## src/rtl/mau_pkg.sv

```systemverilog
// Shared types and lane helpers for the memory access unit.
// Optional feature macro: MAU_UNALIGNED_EN (enables LWL/LWR).
package mau_pkg;

    // Operation codes are the low four bits of the MIPS load/store opcode.
    typedef enum logic [3:0] {
        OP_LB  = 4'd0,
        OP_LH  = 4'd1,
        OP_LWL = 4'd2,
        OP_LW  = 4'd3,
        OP_LBU = 4'd4,
        OP_LHU = 4'd5,
        OP_LWR = 4'd6,
        OP_SB  = 4'd8,
        OP_SH  = 4'd9,
        OP_SW  = 4'd11
    } mau_op_t;

    typedef enum logic [1:0] {
        ST_IDLE = 2'd0,
        ST_RD   = 2'd1,
        ST_WR   = 2'd2,
        ST_RESP = 2'd3
    } mau_state_t;

    localparam logic [31:0] BYTE_MASK = 32'h0000_00FF;
    localparam logic [31:0] HALF_MASK = 32'h0000_FFFF;
    localparam logic [31:0] ALL_ONES  = 32'hFFFF_FFFF;

    // Big-endian: byte k sits at bit 8*(3-k), which for a 2-bit k is {~k, 3'b000}.
    function automatic logic [4:0] byte_lsb(input logic [1:0] k);
        return {~k, 3'b000};
    endfunction

    // Halfword selected by addr[1] sits at bit 16*(1-addr[1]).
    function automatic logic [4:0] half_lsb(input logic a1);
        return {~a1, 4'b0000};
    endfunction

    // Left shift that brings byte k to the top of the word (8*k).
    function automatic logic [4:0] byte_top_shift(input logic [1:0] k);
        return {k, 3'b000};
    endfunction

endpackage

```

## src/rtl/mau_lane_merge.sv

```systemverilog
// Combinational byte-lane logic: load extraction/extension, sub-word store
// merge, and the LWL/LWR combine when MAU_UNALIGNED_EN is defined.
module mau_lane_merge
    import mau_pkg::*;
(
    input  logic [3:0]  op,
    input  logic [1:0]  offset,
    input  logic [31:0] mem_word,
    input  logic [31:0] store_data,
    input  logic [31:0] rt_value,
    output logic [31:0] load_data,
    output logic [31:0] merged_word
);

    logic [4:0]  b_sh;
    logic [4:0]  h_sh;
    logic [31:0] shifted_b;
    logic [31:0] shifted_h;
    logic [7:0]  byte_val;
    logic [15:0] half_val;

`ifndef MAU_UNALIGNED_EN
    logic unused_rt;
    assign unused_rt = ^rt_value;
`endif

    // Select the addressed byte and halfword lanes from the memory word.
    always_comb begin
        b_sh      = byte_lsb(offset);
        h_sh      = half_lsb(offset[1]);
        shifted_b = mem_word >> b_sh;
        shifted_h = mem_word >> h_sh;
        byte_val  = shifted_b[7:0];
        half_val  = shifted_h[15:0];
    end

    // Build the load result with sign or zero extension, or the partial-word combine.
    always_comb begin
        load_data = 32'h0;
        case (op)
            OP_LB:  load_data = {{24{byte_val[7]}}, byte_val};
            OP_LBU: load_data = {24'h0, byte_val};
            OP_LH:  load_data = {{16{half_val[15]}}, half_val};
            OP_LHU: load_data = {16'h0, half_val};
            OP_LW:  load_data = mem_word;
`ifdef MAU_UNALIGNED_EN
            OP_LWL: load_data = (mem_word << byte_top_shift(offset))
                              | (rt_value & ~(ALL_ONES << byte_top_shift(offset)));
            OP_LWR: load_data = (mem_word >> b_sh)
                              | (rt_value & ~(ALL_ONES >> b_sh));
`endif
            default: load_data = 32'h0;
        endcase
    end

    // Splice the new byte or halfword into the word read back from memory.
    always_comb begin
        merged_word = mem_word;
        case (op)
            OP_SB:   merged_word = (mem_word & ~(BYTE_MASK << b_sh))
                                 | ((store_data & BYTE_MASK) << b_sh);
            OP_SH:   merged_word = (mem_word & ~(HALF_MASK << h_sh))
                                 | ((store_data & HALF_MASK) << h_sh);
            default: merged_word = mem_word;
        endcase
    end

endmodule

```

## src/rtl/mem_access_unit.sv

```systemverilog
// Load/store initiator between the execute stage and a word-wide data port.
// Sub-word stores become read-modify-write; misaligned or unsupported ops
// respond with an error without touching memory.
// Optional feature macro: MAU_UNALIGNED_EN (enables LWL/LWR).
module mem_access_unit
    import mau_pkg::*;
(
    input  logic        clk,
    input  logic        rst_n,
    input  logic        req_valid,
    output logic        req_ready,
    input  logic [3:0]  req_op,
    input  logic [31:0] req_addr,
    input  logic [31:0] req_wdata,
    input  logic [31:0] req_rt,
    output logic        resp_valid,
    output logic [31:0] resp_rdata,
    output logic        resp_err,
    output logic [31:0] data_address,
    output logic        data_read,
    output logic        data_write,
    output logic [31:0] data_writedata,
    input  logic [31:0] data_readdata
);

    mau_state_t  state_q, state_d;
    logic [3:0]  op_q, op_d;
    logic [1:0]  offset_q, offset_d;
    logic [31:0] wdata_q, wdata_d;
    logic [31:0] rt_q, rt_d;
    logic        data_read_q, data_read_d;
    logic        data_write_q, data_write_d;
    logic [31:0] data_address_q, data_address_d;
    logic [31:0] data_writedata_q, data_writedata_d;
    logic        resp_valid_q, resp_valid_d;
    logic        resp_err_q, resp_err_d;
    logic [31:0] resp_rdata_q, resp_rdata_d;
    logic        go_rd;
    logic        go_wr;
    logic [31:0] load_data;
    logic [31:0] merged_word;

    mau_lane_merge u_lane_merge (
        .op          (op_q),
        .offset      (offset_q),
        .mem_word    (data_readdata),
        .store_data  (wdata_q),
        .rt_value    (rt_q),
        .load_data   (load_data),
        .merged_word (merged_word)
    );

    assign req_ready      = (state_q == ST_IDLE);
    assign data_read      = data_read_q;
    assign data_write     = data_write_q;
    assign data_address   = data_address_q;
    assign data_writedata = data_writedata_q;
    assign resp_valid     = resp_valid_q;
    assign resp_err       = resp_err_q;
    assign resp_rdata     = resp_rdata_q;

    // Classify the incoming op: which ones read first, which write directly.
    always_comb begin
        go_rd = 1'b0;
        go_wr = 1'b0;
        case (req_op)
            OP_LB, OP_LBU:        go_rd = 1'b1;
            OP_LH, OP_LHU, OP_SH: go_rd = ~req_addr[0];
            OP_LW:                go_rd = (req_addr[1:0] == 2'b00);
            OP_SB:                go_rd = 1'b1;
            OP_SW:                go_wr = (req_addr[1:0] == 2'b00);
`ifdef MAU_UNALIGNED_EN
            OP_LWL, OP_LWR:       go_rd = 1'b1;
`endif
            default: begin
                go_rd = 1'b0;
                go_wr = 1'b0;
            end
        endcase
    end

    // Next-state and next-output logic; strobes are computed one state ahead so they leave flops.
    always_comb begin
        state_d          = state_q;
        op_d             = op_q;
        offset_d         = offset_q;
        wdata_d          = wdata_q;
        rt_d             = rt_q;
        data_read_d      = 1'b0;
        data_write_d     = 1'b0;
        resp_valid_d     = 1'b0;
        data_address_d   = data_address_q;
        data_writedata_d = data_writedata_q;
        resp_err_d       = resp_err_q;
        resp_rdata_d     = resp_rdata_q;
        case (state_q)
            ST_IDLE: begin
                if (req_valid) begin
                    op_d         = req_op;
                    offset_d     = req_addr[1:0];
                    wdata_d      = req_wdata;
                    rt_d         = req_rt;
                    resp_rdata_d = 32'h0;
                    resp_err_d   = 1'b0;
                    if (go_rd) begin
                        state_d        = ST_RD;
                        data_read_d    = 1'b1;
                        data_address_d = {req_addr[31:2], 2'b00};
                    end else if (go_wr) begin
                        state_d          = ST_WR;
                        data_write_d     = 1'b1;
                        data_address_d   = {req_addr[31:2], 2'b00};
                        data_writedata_d = req_wdata;
                    end else begin
                        state_d      = ST_RESP;
                        resp_valid_d = 1'b1;
                        resp_err_d   = 1'b1;
                    end
                end
            end
            ST_RD: begin
                if (op_q[3]) begin
                    state_d          = ST_WR;
                    data_write_d     = 1'b1;
                    data_writedata_d = merged_word;
                end else begin
                    state_d      = ST_RESP;
                    resp_valid_d = 1'b1;
                    resp_rdata_d = load_data;
                end
            end
            ST_WR: begin
                state_d      = ST_RESP;
                resp_valid_d = 1'b1;
            end
            ST_RESP: state_d = ST_IDLE;
            default: state_d = ST_IDLE;
        endcase
    end

    // State and registered outputs; reset abandons any operation in flight.
    always_ff @(posedge clk or negedge rst_n) begin
        if (!rst_n) begin
            state_q          <= ST_IDLE;
            op_q             <= 4'h0;
            offset_q         <= 2'b00;
            wdata_q          <= 32'h0;
            rt_q             <= 32'h0;
            data_read_q      <= 1'b0;
            data_write_q     <= 1'b0;
            data_address_q   <= 32'h0;
            data_writedata_q <= 32'h0;
            resp_valid_q     <= 1'b0;
            resp_err_q       <= 1'b0;
            resp_rdata_q     <= 32'h0;
        end else begin
            state_q          <= state_d;
            op_q             <= op_d;
            offset_q         <= offset_d;
            wdata_q          <= wdata_d;
            rt_q             <= rt_d;
            data_read_q      <= data_read_d;
            data_write_q     <= data_write_d;
            data_address_q   <= data_address_d;
            data_writedata_q <= data_writedata_d;
            resp_valid_q     <= resp_valid_d;
            resp_err_q       <= resp_err_d;
            resp_rdata_q     <= resp_rdata_d;
        end
    end

endmodule

```

## config.mk

```make
export PLATFORM = sky130hd
export DESIGN_NAME = mem_access_unit
export DESIGN_NICKNAME = d
export VERILOG_FILES = /design/src/rtl/mau_pkg.sv /design/src/rtl/mau_lane_merge.sv /design/src/rtl/mem_access_unit.sv
export SDC_FILE = /design/constraint.sdc
export NUM_CORES = 1
export LEC_CHECK = 0
export BUFFER_PORTS_ARGS = -buffer_cell sky130_fd_sc_hd__buf_2
export CAP_MARGIN = 20
export CORE_MARGIN = 10
export CORE_UTILIZATION = 45
export DETAILED_ROUTE_END_ITERATION = 8
export PLACE_DENSITY = 0.74
export RECOVER_POWER = 50
export SLEW_MARGIN = 25
export SYNTH_ARGS = -nofsm -noshare
export SYNTH_HDL_FRONTEND = slang
export SYNTH_SLANG_ARGS = --single-unit
```

## constraint.sdc

```tcl
create_clock -name clk -period 2.45 [get_ports clk]
set_input_delay 0.3675 -clock clk [delete_from_list [all_inputs] [get_ports clk]]
set_output_delay 0.3675 -clock clk [all_outputs]
set_load 0.03 [all_outputs]
```

==> metrics.md <==
| Metric | Value |
|---|---|
| Die Width | 140 um |
| Setup Fix Bufs, Post-CTS | 0 |
| PD cells | 1520 nW/um2 |
| Vias in the first global route | 6046 |
| CTS Buf Count | 17 |
| Cell Area, Placed | 7650 um2 |
| Routed Antenna Nets | 0 |
| Grt total ovfl | 0 |
| Clk pin slew, worst setup/hold paths | 0.05 ns |
| Mux contribution to synthesized area | 13.8% |
| Die height | 140 um |
| Asr flop ratio synth | 100% |
| Core Region | 14000 um2 |
| CTS-repair resized insts | 0 |
| First-pass GRT wire length | 34700 um |
| Detailed-route vias per instance | 6.03 |
| Synth area leader | dfrtp_1 |
| Avg Cell Area, Syn | 10.7 um2 |
| # DRC | 0 |
| Final Hold Violating Endpoints | 0 |
| Seq cells post-synth | 122 |
| Drt pass-1 iters | 6 |
| Top_reg_cell synth | dfrtp_1 |
| Minimum clock period | 2.18 ns |
| Post-synthesis simple-gate area fraction | 12.0% |
| Root Buffer | clkbuf_16 |
| Compound-cell area share of the yosys netlist | 21.3% |
| FP Rows | 43 |
| Final nets | 927 |
| Worst Path Arrival | 2.53 ns |
| Share of cells above drive strength 1 | 36.1% |
| Initial DRC count | 537 |
| All-layer global routing usage | 22.0% |
| Final setup TNS | 0 ns |
| Max Cap Violations | 0 |
| Post-synth EDFFs | 0 |
| Post-CTS Hold Buffers | 0 |
| CTS tree | built |
| Final WL | 22200 um |
| Share of the synthesized area in the top cell type | 47.2% |
| Number of antenna violations at the first check in global routing | 5 |
| Synth Area in XOR/XNOR | 0% |
| Final Skew | 0.00693 ns |
| FMAX | 460 MHz |
| Hpwl dp | 16200 um |
| Status | completed |
| Hold/Removal Path Class | primary input to flip-flop |
| Post-DR wirelength/cell | 22.6 um |
| Via count | 5920 |
| Worst endpoint required time | 2.80 ns |
| Slew Limit Fails | 0 |
| Max clock buf depth | 2 |
| Die area | 19600 um2 |
| Final instance area | 8140 um2 |
| Largest cells by area after synthesis | dfrtp_1 (47%), mux2_2 (11%), a221oi_1 (4.3%) |
| Initial Util | 46.3% |
| Buffers on Ports | 201 |
| Adder-cell share of the synthesized area | 0.773% |
| Endpoints failing setup | 0 |
| Kind of critical path | flip-flop to flip-flop |
| CP Launch Type | flip-flop |
| Critical Path Sink Type | flip-flop |
| Max rail drop VDD | 1000 uV |
| Clk_lat worst skew | 0.42 ns |
| Gpl congestion | 0.953 |
| Synthesized area | 6470 um2 |
| Largest net degree at the start of global routing | 55 |
| Leakage | 0.00379 uW |
| Most common cell after layout, fill and taps aside | buf_2 |
| Crit share post-route | 88.8% |
| Tightest Pin Transition | 1.41 ns |
| Number of H-tree levels | 4 |
| Commonest non-fill, non-tap cells in the layout | buf_2 (151), dfrtp_1 (122), nand2_1 (73) |
| FILL cells | 1258 |
| Crit-path max FO | 16 |
| Synthesis-to-finish area growth | 25.8% |
| Post-synthesis sequential area ratio | 47.2% |
| Synth Instances | 604 |
| Yosys cell types | 57 |
| Sink Count | 122 |
| Yosys warns | 0 |
| Largest family of logic cells by synthesized area | compound AO/OA/AOI/OAI gates |
| Rel. slew slack | 6.29% |
| RSZ-0062 raised after global routing | no |
| Top Ports | 236 |
==> cells by family (layout without fill, tap and decap cells) <==
logic type,after synthesis,after routing
AOI/OAI and AO/OA,175,175
adders and majority gates,4,4
other,1,4
and+or+nand+nor,157,157
muxes,75,75
DFF,122,122
buffers and inverters,70,265
==> per-stage QoR <==
stage	std cells	total power, uW	utilization [%]	setup WS [ns]	hold slack (ns)
after floorplan	605	8130	-	0.116	0.0719
after global placement	949	9830	54.7	0.248	0.451
after detailed placement	949	10000	54.7	0.202	0.469
after CTS	980	12500	58.7	0.178	0.0323
after global routing	981	13100	58.2	0.140	0.168
final	982	12400	58.2	0.274	0.179
==> critical path, cell delays in order (launching register included) <==
cell and delay (ns):
dfrtp_1 0.40, inv_1 0.09, ha_1 0.33, nor2b_1 0.21, or4_4 0.46, a211oi_4 0.23, buf_4 0.25, a221o_1 0.15
==> final timing paths <==
| path | startpoint | to | slack, ns | depth (start not counted) |
|---|---|---|---|---|
| worst max-delay path | state_q[0] | resp_rdata[20] | 0.27 | 7 |
| worst min-delay path | req_addr[15] | data_address[15] | 0.18 | 2 |
| worst max register to register | state_q[0] | resp_rdata[20] | 0.27 | 7 |
| worst min register to register | resp_rdata[13] | resp_rdata[13] | 0.49 | 1 |
| max in group asynchronous | rst_n | offset_q[1] | 0.61 | 2 |
| min in group asynchronous | rst_n | data_writedata[4] | 0.27 | 1 |
==> flip-flops by register name, summed over array words and instances (netlist names) <==
signal          count
data_writedata     32
wdata_q            16
op_q                4
resp_err            1
resp_rdata         32
state_q             2
data_write          1
data_read           1
data_address       30
resp_valid          1
offset_q            2
==> synth_stat cells (2+ instances only) <==
master,instances
o21ai_0,22
dfrtp_1,122
or2_2,2
a211oi_1,2
nor3_1,4
o211a_1,3
a32o_1,16
a211o_1,10
nor2b_1,13
nand2b_1,5
buf_1,4
clkbuf_1,29
mux4_2,5
a21oi_1,16
a221o_1,16
o211ai_1,26
mux2i_1,4
buf_2,22
mux2_2,66
buf_4,5
ha_1,4
a221oi_1,32
nand2_1,73
nand4bb_1,2
nand3_1,18
a31oi_1,16
a22oi_1,5
nor4b_2,3
nor2_1,25
inv_1,7
==> cell type report <==
type | count | area, um2 | area share, %
Sequential cell | 122 | 3050 | 37.5
Multi-Input combinational cell | 413 | 3110 | 38.2
Clock buffer | 23 | 468 | 5.75
Tap cell | 180 | 225 | 2.77
Antenna cell | 2 | 5.00 | 0.0615
Clock inverter | 8 | 95.1 | 1.17
Timing Repair Buffer | 226 | 1150 | 14.2
Inverter | 8 | 30.0 | 0.369
==> layer usage <==
layer | global-route usage, % | vias up | share of wire, %
met4 | 8.10 | 2 | 3.1
met3 | 9.06 | 46 | 11
li1 | - | 2653 | -
met5 | 0 | - | 0.032
met2 | 33.4 | 351 | 45
met1 | 27.4 | 2868 | 41
==> where the power goes <==
| part | internal (uW) | switching (uW) |
|---|---|---|
| combinational | 2280 | 4020 |
| clock | 1540 | 870 |
| sequential | 2960 | 695 |
(Power assumes the default switching activity.)
